===== src/rtl/chasebot_param_pkg.sv =====
// Shared types and constants for the serial parameter loader and the
// per-parameter latches it programs.
package chasebot_param_pkg;

    typedef enum logic [1:0] {
        IDLE     = 2'd0,
        GET_SEL  = 2'd1,
        GET_VAL  = 2'd2,
        GET_CSUM = 2'd3
    } state_t;

    typedef enum logic [1:0] {
        ERR_NONE    = 2'd0,
        ERR_CSUM    = 2'd1,
        ERR_SEL     = 2'd2,
        ERR_TIMEOUT = 2'd3
    } err_code_t;

    localparam logic [7:0] SYNC_BYTE_DEFAULT = 8'hA5;
    localparam int         SEL_W             = 3;
    localparam int         VAL_W             = 8;

    // 8-bit wrap-around sum of the three payload-side bytes of a frame.
    function automatic logic [7:0] frame_csum(input logic [7:0] sync_byte,
                                              input logic [7:0] sel_byte,
                                              input logic [7:0] val_byte);
        return sync_byte + sel_byte + val_byte;
    endfunction

endpackage


===== src/rtl/frame_timer.sv =====
// Inter-byte timeout counter: counts while enabled, clears on demand, and
// flags the final allowed cycle when no clear arrives in it.
module frame_timer #(
    parameter int CYCLES = 1_000_000
) (
    input  logic clk,
    input  logic rst,
    input  logic clear,
    input  logic enable,
    output logic expired
);

    localparam int CW = (CYCLES > 2) ? $clog2(CYCLES) : 1;
    localparam logic [CW-1:0] LAST = CW'(CYCLES - 1);

    logic [CW-1:0] count;

    always_ff @(posedge clk) begin
        if (rst || clear || !enable) begin
            count <= '0;
        end else if (count != LAST) begin
            count <= count + 1'b1;
        end
    end

    // A byte arriving in the last cycle clears the timer instead of expiring it.
    assign expired = enable && !clear && (count == LAST);

endmodule


===== src/rtl/param_loader.sv =====
// Validates SYNC/SEL/VALUE/CSUM frames from the UART byte stream and emits a
// one-cycle program_ strobe with the selected parameter and value.
module param_loader
    import chasebot_param_pkg::*;
#(
    parameter logic [7:0] SYNC_BYTE      = SYNC_BYTE_DEFAULT,
    parameter int         TIMEOUT_CYCLES = 1_000_000
) (
    input  logic             clk,
    input  logic             rst,
    input  logic [7:0]       rx_data,
    input  logic             rx_valid,
    output logic [SEL_W-1:0] sel_out,
    output logic [VAL_W-1:0] value_out,
    output logic             program_,
    output logic             busy,
    output logic [1:0]       last_err,
    output logic [7:0]       err_count
);

    // rx_valid is a one-cycle qualifier for rx_data with no backpressure:
    // every cycle with rx_valid=1 delivers exactly one byte that must be consumed.

    state_t    state, state_next;
    err_code_t last_err_q;
    err_code_t frame_err;
    logic [7:0] sel_byte, val_byte;
    logic [7:0] expected_csum;
    logic       load_sel, load_val, evaluate, timed_out;
    logic       expired;

    frame_timer #(
        .CYCLES(TIMEOUT_CYCLES)
    ) u_timer (
        .clk    (clk),
        .rst    (rst),
        .clear  (rx_valid),
        .enable (state != IDLE),
        .expired(expired)
    );

    assign expected_csum = frame_csum(SYNC_BYTE, sel_byte, val_byte);

    always_comb begin
        state_next = state;
        load_sel   = 1'b0;
        load_val   = 1'b0;
        evaluate   = 1'b0;
        timed_out  = 1'b0;
        case (state)
            IDLE: begin
                if (rx_valid && rx_data == SYNC_BYTE) state_next = GET_SEL;
            end
            GET_SEL: begin
                if (rx_valid) begin
                    load_sel   = 1'b1;
                    state_next = GET_VAL;
                end else if (expired) begin
                    timed_out  = 1'b1;
                    state_next = IDLE;
                end
            end
            GET_VAL: begin
                if (rx_valid) begin
                    load_val   = 1'b1;
                    state_next = GET_CSUM;
                end else if (expired) begin
                    timed_out  = 1'b1;
                    state_next = IDLE;
                end
            end
            GET_CSUM: begin
                if (rx_valid) begin
                    evaluate   = 1'b1;
                    state_next = IDLE;
                end else if (expired) begin
                    timed_out  = 1'b1;
                    state_next = IDLE;
                end
            end
            default: state_next = IDLE;
        endcase
    end

    // Checksum errors take priority over an out-of-range select.
    always_comb begin
        frame_err = ERR_NONE;
        if (rx_data != expected_csum) begin
            frame_err = ERR_CSUM;
        end else if (sel_byte[7:SEL_W] != '0) begin
            frame_err = ERR_SEL;
        end
    end

    always_ff @(posedge clk) begin
        if (rst) begin
            state      <= IDLE;
            sel_byte   <= '0;
            val_byte   <= '0;
            sel_out    <= '0;
            value_out  <= '0;
            program_   <= 1'b0;
            last_err_q <= ERR_NONE;
            err_count  <= '0;
        end else begin
            state    <= state_next;
            program_ <= 1'b0;
            if (load_sel) sel_byte <= rx_data;
            if (load_val) val_byte <= rx_data;
            if (evaluate) begin
                last_err_q <= frame_err;
                if (frame_err == ERR_NONE) begin
                    sel_out   <= sel_byte[SEL_W-1:0];
                    value_out <= val_byte;
                    program_  <= 1'b1;
                end else if (err_count != 8'hFF) begin
                    err_count <= err_count + 8'd1;
                end
            end
            if (timed_out) begin
                last_err_q <= ERR_TIMEOUT;
                if (err_count != 8'hFF) err_count <= err_count + 8'd1;
            end
        end
    end

    assign busy     = (state != IDLE);
    assign last_err = last_err_q;

endmodule

===== config.mk =====
export PLATFORM = sky130hd
export DESIGN_NAME = param_loader
export DESIGN_NICKNAME = d
export VERILOG_FILES = /design/src/rtl/chasebot_param_pkg.sv /design/src/rtl/frame_timer.sv /design/src/rtl/param_loader.sv
export SDC_FILE = /design/constraint.sdc
export NUM_CORES = 1
export LEC_CHECK = 0
export CAP_MARGIN = 20
export CORE_UTILIZATION = 44
export CTS_CLUSTER_DIAMETER = 80
export DETAILED_ROUTE_END_ITERATION = 8
export GPL_TIMING_DRIVEN = 0
export PLACE_DENSITY = 0.64
export SYNTH_ARGS = -nofsm -noshare
export SYNTH_HDL_FRONTEND = slang
export SYNTH_SLANG_ARGS = --single-unit
export TNS_END_PERCENT = 5

===== constraint.sdc =====
create_clock -name clk -period 4 [get_ports clk]
set_input_delay 1.2 -clock clk [delete_from_list [all_inputs] [get_ports clk]]
set_output_delay 1.2 -clock clk [all_outputs]
set_load 0.02 [all_outputs]

## Word-level counts from Yosys, hierarchy flattened

Cells that the tools add are included.

| cells by class | value |
|---|---|
| add/sub/neg operators | 4 |
| multiply operators | 0 |
| div/mod/pow operators | 0 |
| $lt $le $gt $ge | 0 |
| equality and inequality tests | 9 |
| shift operators | 0 |
| mux-type cells | 23 |
| bitwise gates (word level) | 1 |
| reductions and logical operators | 15 |

Operators with widths:

| cell | count |
|---|---|
| $mux 8 | 5 |
| $add 20x1->20 const B | 1 |
| $eq 20x20->1 const B | 1 |
| $ne 20x20->1 const B | 1 |
| $mux 2 | 9 |
| $add 8x1->8 const B | 1 |
| $add 8x8->8 | 1 |
| $add 8x8->8 const A | 1 |
| $eq 8x8->1 const B | 1 |
| $mux 1 | 8 |
| $ne 8x8->1 | 1 |
| $ne 8x8->1 const B | 1 |
| $pmux 2 s4 | 1 |
| $reduce_bool 5->1 | 1 |
| $eq 2x2->1 const B | 2 |
| $logic_not 2->1 | 2 |
| $reduce_bool 2->1 | 2 |
| $logic_and 1x1->1 | 3 |
| $reduce_or 3->1 | 1 |
| $eq 2x1->1 const B | 1 |
| $logic_not 1->1 | 2 |
| $logic_or 1x1->1 | 2 |
| $ne 2x2->1 const B | 1 |
| $reduce_and 2->1 | 1 |
| other kinds (2) | 2 |

| word-level totals | value |
|---|---|
| register bits | 60 |
| bits in latches | 0 |
| RAM bits | 0 |
| bits in read-only memories | 0 |
| input port bits | 11 |
| word-level logic and storage cells | 61 |
| memories kept | 0 |

## Longest topological paths before layout

Gate-level depths: netlist (run 1).

| logic depth | value |
|---|---|
| word-level depth | 9 |
| depth in mapped cells | 13 |

## By module

From an unflattened synthesis (run 1), not the netlist that was laid out.

| unflattened totals | value |
|---|---|
| cell total of the unflattened synthesis | 360 |
| area, all modules | 3,181.8 um^2 |

By module, submodules not included:

| module | instances | cells an instance | area each (um^2) |
|---|---|---|---|
| param_loader | 1 | 249 | 2,212.1 |
| frame_timer | 1 | 111 | 969.7 |

## Worst setup path before layout (run 1)

No wires, ideal clock.

| path | value |
|---|---|
| kind | register to register |
| start | register sel_byte[1] |
| end | register value_out[2] |
| setup time | 128 ps |
| data arrival time | 2,901 ps |
| required time | 3,872 ps |
| setup slack | 971 ps |
| stages on the path, launching flop included | 12 |
| buffers on the path | 1 |
| clock period less this slack | 3,029 ps |
| path through | dfxtp_1 > ha_1 > ha_1 > fa_1 > xnor2_1 > nand3_1 > nor4_1 > nand4b_1 > nor4_2 > buf_2 > mux2i_1 > nor2_1 |

| between the ends | value |
|---|---|
| word-level cells in the longest chain between the ends | 6 |

RTL lines:

| element | line | RTL |
|---|---|---|
| start: declaration | param_loader.sv:27 | `logic [7:0] sel_byte, val_byte;` |
| start signal: assignment | param_loader.sv:108 | `if (load_sel) sel_byte <= rx_data;` |
| $add 8x8->8 (2 in series) | chasebot_param_pkg.sv:27 | `return sync_byte + sel_byte + val_byte;` |
| $ne 8x8->1 | param_loader.sv:88 | `if (rx_data != expected_csum) begin` |
| $mux 2 | param_loader.sv:88 |  |
| $logic_not 2->1 | param_loader.sv:112 | `if (frame_err == ERR_NONE) begin` |
| $reduce_and 2->1 (no line) | n/a |  |
| end signal: assignment | param_loader.sv:114 | `value_out <= val_byte;` |
| end: declaration | param_loader.sv:14 | `output logic [VAL_W-1:0] value_out,` |

No other way between the ends.
A chain may end at the register's enable or synchronous reset.

## Worst setup path in the final report (run 1)

| path | value |
|---|---|
| start | input port rx_data[0] |
| end | register value_out[7] |

| between the ends | value |
|---|---|
| word-level cells in the longest chain between the ends | 4 |

RTL lines:

| element | line | RTL |
|---|---|---|
| start: declaration | param_loader.sv:11 | `input logic [7:0] rx_data,` |
| $ne 8x8->1 | param_loader.sv:88 |  |
| $mux 2 | param_loader.sv:88 |  |
| $logic_not 2->1 | param_loader.sv:112 |  |
| $reduce_and 2->1 (no line) | n/a |  |

No other way between the ends.

==> results of run 1 <==
==> cell families (layout without fill, tap and decap cells) <==
logic type                 count (synthesis)  in the layout
AOI/OAI and AO/OA                         48             48
xor gates and xnor gates                  29             29
adders and majority gates                 16             16
buffers and inverters                     28             76
DFF                                       60             60
muxes                                     21             21
and+or+nand+nor                          147            147
==> area by class of cell <==
cell class | instances | area (um^2)
Buffer | 12 | 55.05
Clock buffer | 12 | 145.1
Clock inverter | 4 | 120.1
Fill cell | 612 | 2774
Inverter | 16 | 60.06
Multi-Input combinational cell | 261 | 1687
Sequential cell | 60 | 1201
Tap cell | 77 | 96.34
Timing Repair Buffer | 32 | 320.3
==> flip-flops by register name (all words and copies together), names as in the netlist <==
name           cells
last_err           2
u_timer.count     20
state              2
sel_byte           8
err_count          8
program_           1
val_byte           8
sel_out            3
value_out          8
==> critical path: stages <==
cell and delay [ns]:
sky130_fd_sc_hd__clkdlybuf4s50_1 0.55, sky130_fd_sc_hd__xor2_1 0.16, sky130_fd_sc_hd__nand3_1 0.11, sky130_fd_sc_hd__nor4_1 0.29, sky130_fd_sc_hd__nand4b_1 0.25, sky130_fd_sc_hd__nor4_2 0.55, sky130_fd_sc_hd__buf_2 0.41, sky130_fd_sc_hd__mux2i_1 0.24
sky130_fd_sc_hd__nor2_1 0.05
==> worst min path at each step <==
stage / endpoint / start / slack, ns
2_1_floorplan: sel_byte[0] / sel_byte[0] / 0.45
3_3_place_gp: sel_byte[2] / sel_byte[2] / 0.47
3_5_place_dp: sel_byte[2] / sel_byte[2] / 0.47
4_1_cts: sel_byte[2] / sel_byte[2] / 0.47
5_1_grt: sel_byte[2] / sel_byte[2] / 0.50
6_report: sel_byte[2] / sel_byte[2] / 0.47
==> placed cells by master, fill, tap and decap left out, types with 2 or more instances in the layout <==
master | synthesis | routed
sky130_fd_sc_hd__dfxtp_1 | 60 | 60
sky130_fd_sc_hd__nor2_1 | 57 | 57
sky130_fd_sc_hd__clkdlybuf4s50_1 | 0 | 32
sky130_fd_sc_hd__nand2_1 | 31 | 31
sky130_fd_sc_hd__a21oi_1 | 27 | 27
sky130_fd_sc_hd__mux2i_1 | 21 | 21
sky130_fd_sc_hd__xor2_1 | 17 | 17
sky130_fd_sc_hd__inv_1 | 16 | 16
sky130_fd_sc_hd__ha_1 | 15 | 15
sky130_fd_sc_hd__nand3_1 | 14 | 14
sky130_fd_sc_hd__xnor2_1 | 12 | 12
sky130_fd_sc_hd__clkbuf_1 | 9 | 11
sky130_fd_sc_hd__clkbuf_8 | 0 | 10
sky130_fd_sc_hd__and3_1 | 8 | 8
sky130_fd_sc_hd__o21ai_0 | 7 | 7
sky130_fd_sc_hd__nor3_1 | 5 | 5
sky130_fd_sc_hd__nand4b_1 | 4 | 4
sky130_fd_sc_hd__and2_1 | 4 | 4
sky130_fd_sc_hd__nand4_1 | 4 | 4
sky130_fd_sc_hd__bufinv_16 | 0 | 4
sky130_fd_sc_hd__or3_1 | 3 | 3
sky130_fd_sc_hd__nor4_1 | 2 | 2
sky130_fd_sc_hd__o31ai_1 | 2 | 2
sky130_fd_sc_hd__nor4_2 | 2 | 2
sky130_fd_sc_hd__o21bai_1 | 2 | 2
sky130_fd_sc_hd__o211a_1 | 2 | 2
sky130_fd_sc_hd__nor4bb_1 | 2 | 2
sky130_fd_sc_hd__or2_2 | 2 | 2
==> power by group <==
group | switching [mW] | total, mW | internal [mW] | leakage (nW)
Clock | 0.238 | 0.733 | 0.495 | 0.131
Combinational | 0.0209 | 0.0362 | 0.0153 | 0.838
Sequential | 0.000100 | 0.597 | 0.597 | 0.483
Total | 0.259 | 1.37 | 1.11 | 1.45
==> stage by stage <==
| stage | TNS [ns] | hold slack (ns) | area [um^2] |
|---|---|---|---|
| finish | 0 | 0.4729 | 3685 |
| floorplan | 0 | 0.4490 | 3003 |
| global route | 0 | 0.5025 | 3685 |
| CTS | 0 | 0.4744 | 3685 |
| detailed placement | -0.01813 | 0.4656 | 3420 |
| global placement | -0.002921 | 0.4653 | 3420 |
==> metal layers <==
layer | share of wire | vias to the layer above
li1 | - | 1286
met2 | 0.46 | 35
met1 | 0.48 | 1128
met4 | 0.022 | 0
met3 | 0.036 | 10
met5 | 0 | -
==> tab_implementation.tex, run 1 <==
\begin{tabular}{lr}
\hline
Metric & Value \\
\hline
\multicolumn{2}{l}{\textbf{Run status}} \\
Result of the run & finished clean \\
\multicolumn{2}{l}{\textbf{Clock tree}} \\
Clock Sink Count & 60 \\
Clk root buf & sky130\_fd\_sc\_hd\_\_clkbuf\_8 \\
Deepest clock path buffer count & 2 \\
Number of buffers inserted by post-CTS setup repair & 0 \\
Post-CTS sizing & 0 \\
Clk\_lat worst skew & 0.34 ns \\
Total CTS buffers & 9 \\
Clock transition time at the flip-flop clock pins of the worst setup and hold paths & about 0.070 ns \\
H-tree lvl count & 3 \\
TritonCTS clock tree & done \\
Post-cts hold buffer count & 0 \\
\multicolumn{2}{l}{\textbf{Global routing}} \\
Total congestion overflow after global routing & 0 \\
Overall routing resource usage & 0.1942 \\
Initial antenna violation count & 0 \\
GR Util met3 & 0.04621 \\
Grt met2 use & 0.3126 \\
Most Used Layer, Global Route & met2 \\
Global Route met1 Usage & 0.2439 \\
Vias in the first global route & about 2300 \\
Wire length of the first global-routing pass & 10650 um \\
Pin count of the biggest net entering global routing & 11 \\
\multicolumn{2}{l}{\textbf{Timing}} \\
Max Fclk & roughly 280 MHz \\
Final worst path period share & 0.9059 \\
Clock period minus worst slack & 3.624 ns \\
Max-slew violation total from the final report & 0 \\
\# setup viols final & 0 \\
Transition time of the tightest slew-check pin & roughly 0.75 ns \\
Worst-case clock skew & around 0.0070 ns \\
Max\_slew headroom & 0.4990 \\
Number of hold violations in the final report & 0 \\
Unrepaired setup endpoints after global routing & false \\
Final worst slack & roughly 0.38 ns \\
\multicolumn{2}{l}{\textbf{Yosys}} \\
Number of nets in the synthesized netlist & about 380 \\
Proportion of synthesized flip-flops having asynchronous set or reset & 0 \\
Number of synthesized flops with an enable pin & 0 \\
Distinct cell type count after synthesis & between 40 and 50 \\
Fraction of synthesized cell area taken by the top area cell type & 0.4000 \\
Combinational family with the most area after synthesis & simple AND/OR/NAND/NOR gates \\
Top post-synthesis cells by count & sky130\_fd\_sc\_hd\_\_dfxtp\_1, sky130\_fd\_sc\_hd\_\_nor2\_1, sky130\_fd\_sc\_hd\_\_nand2\_1, sky130\_fd\_sc\_hd\_\_a21oi\_1, sky130\_fd\_sc\_hd\_\_mux2i\_1 \\
FF+latch count, synth & 60 \\
Post-Syn Area per Cell & 8.604 um\^{}2 \\
Post-synthesis sequential area ratio & 0.4000 \\
Ys Warns & 0 \\
Fraction of synthesized area in multiplexers & 0.07000 \\
Post-synthesis compound-gate area fraction & 0.09417 \\
Library cell occupying the most area in the post-synthesis netlist & sky130\_fd\_sc\_hd\_\_dfxtp\_1 \\
Post-synthesis share of cell area spent on and, or, nand and nor gates & 0.2438 \\
Area of the mapped netlist & 3003 um\^{}2 \\
Dominant register cell in the synthesized netlist & sky130\_fd\_sc\_hd\_\_dfxtp\_1 \\
Biggest area contributors in the synthesized netlist & sky130\_fd\_sc\_hd\_\_dfxtp\_1, sky130\_fd\_sc\_hd\_\_nor2\_1, sky130\_fd\_sc\_hd\_\_mux2i\_1 \\
Arithmetic-cell share of the synthesized area counting full adders, half adders and majority gates & 0.06917 \\
Top-count cell post-synth & sky130\_fd\_sc\_hd\_\_dfxtp\_1 \\
Share of the synthesized netlist area taken by xor and xnor gates & 0.08458 \\
Cell count after synthesis & roughly 350 \\
\multicolumn{2}{l}{\textbf{Route}} \\
Total number of vias & roughly 2500 \\
Antenna-violating nets left & 0 \\
Drt first-iter violations & 93 \\
First-pass iteration count of the detailed router & 6 \\
Drt via density & a little over 5 \\
WL/cell & roughly 13 um \\
DR DRC count & 0 \\
Routed WL & around 6300 um \\
\multicolumn{2}{l}{\textbf{Die}} \\
Initial Utilization & 0.4649 \\
Area of the placeable core & 6459 um\^{}2 \\
Die height & roughly 85 um \\
Die width & $\sim$85 um \\
Die Area & approximately 7000 um\^{}2 \\
Number of rows created at floorplan & 29 \\
Number of placed I/O pins & 34 \\
\multicolumn{2}{l}{\textbf{Finish}} \\
Antenna diode count & 0 \\
Ratio of cells with drive above 1 in the final layout & 0.06549 \\
Cell Count, Final, Fillers Out & about 470 \\
Final core utilization & 0.5705 \\
Final-stage net count & between 400 and 500 \\
Layout Area Growth over Synthesis & 22.71\% \\
\multicolumn{2}{l}{\textbf{Power}} \\
Cell area power density & between 300 and 400 nW/um\^{}2 \\
Static leakage & between 1 and 1.5 nW \\
Total Power Consumption & 1.366 mW \\
Maximum vdd drop & $\sim$0.27 mV \\
\multicolumn{2}{l}{\textbf{Critical path}} \\
Startpoint of the worst setup timing path & rx\_data[0] \\
Data arrival at the endpoint of the critical path & 3.83 ns \\
Crit path required time & roughly 4.2 ns \\
Critical R2R Capture & value\_out[7] \\
Capture point of the worst path & value\_out[7] \\
Highest fanout seen on the critical path & 10 \\
Worst Setup Path Type & in -> reg \\
Endpoint class of the critical path & flip-flop \\
CP Launch Type & primary input \\
FF-to-FF setup slack & $\sim$0.48 ns \\
Worst Reg-to-Reg Cells & 11 \\
Origin of the critical flop-to-flop path & sel\_byte[1] \\
\multicolumn{2}{l}{\textbf{Place}} \\
Count of input and output buffers & 32 \\
Cell count after placement & between 400 and 500 \\
RePlAce Congestion & 0.7731 \\
Worst slack at placement & -0.01089 ns \\
HPWL Detailed & around 4500 um \\
\multicolumn{2}{l}{\textbf{Worst hold path}} \\
Number of stages on the worst hold path & 2 \\
Hold/Removal Path Class & reg -> reg \\
\multicolumn{2}{l}{\textbf{Flow run}} \\
Reported max-cap violation count & 0 \\
\hline
\end{tabular}
Note: power is estimated with default switching activity, not from simulation.
==> run 2, diff against run 1 <==
--- a/config.mk
+++ b/config.mk
@@ -7,7 +7,6 @@
 export LEC_CHECK = 0
 export CAP_MARGIN = 20
 export CORE_UTILIZATION = 44
-export CTS_CLUSTER_DIAMETER = 80
 export DETAILED_ROUTE_END_ITERATION = 8
 export GPL_TIMING_DRIVEN = 0
 export PLACE_DENSITY = 0.64
==> results of run 2 <==
No change in the layout: final DEF, timing and power equal those of run 1.
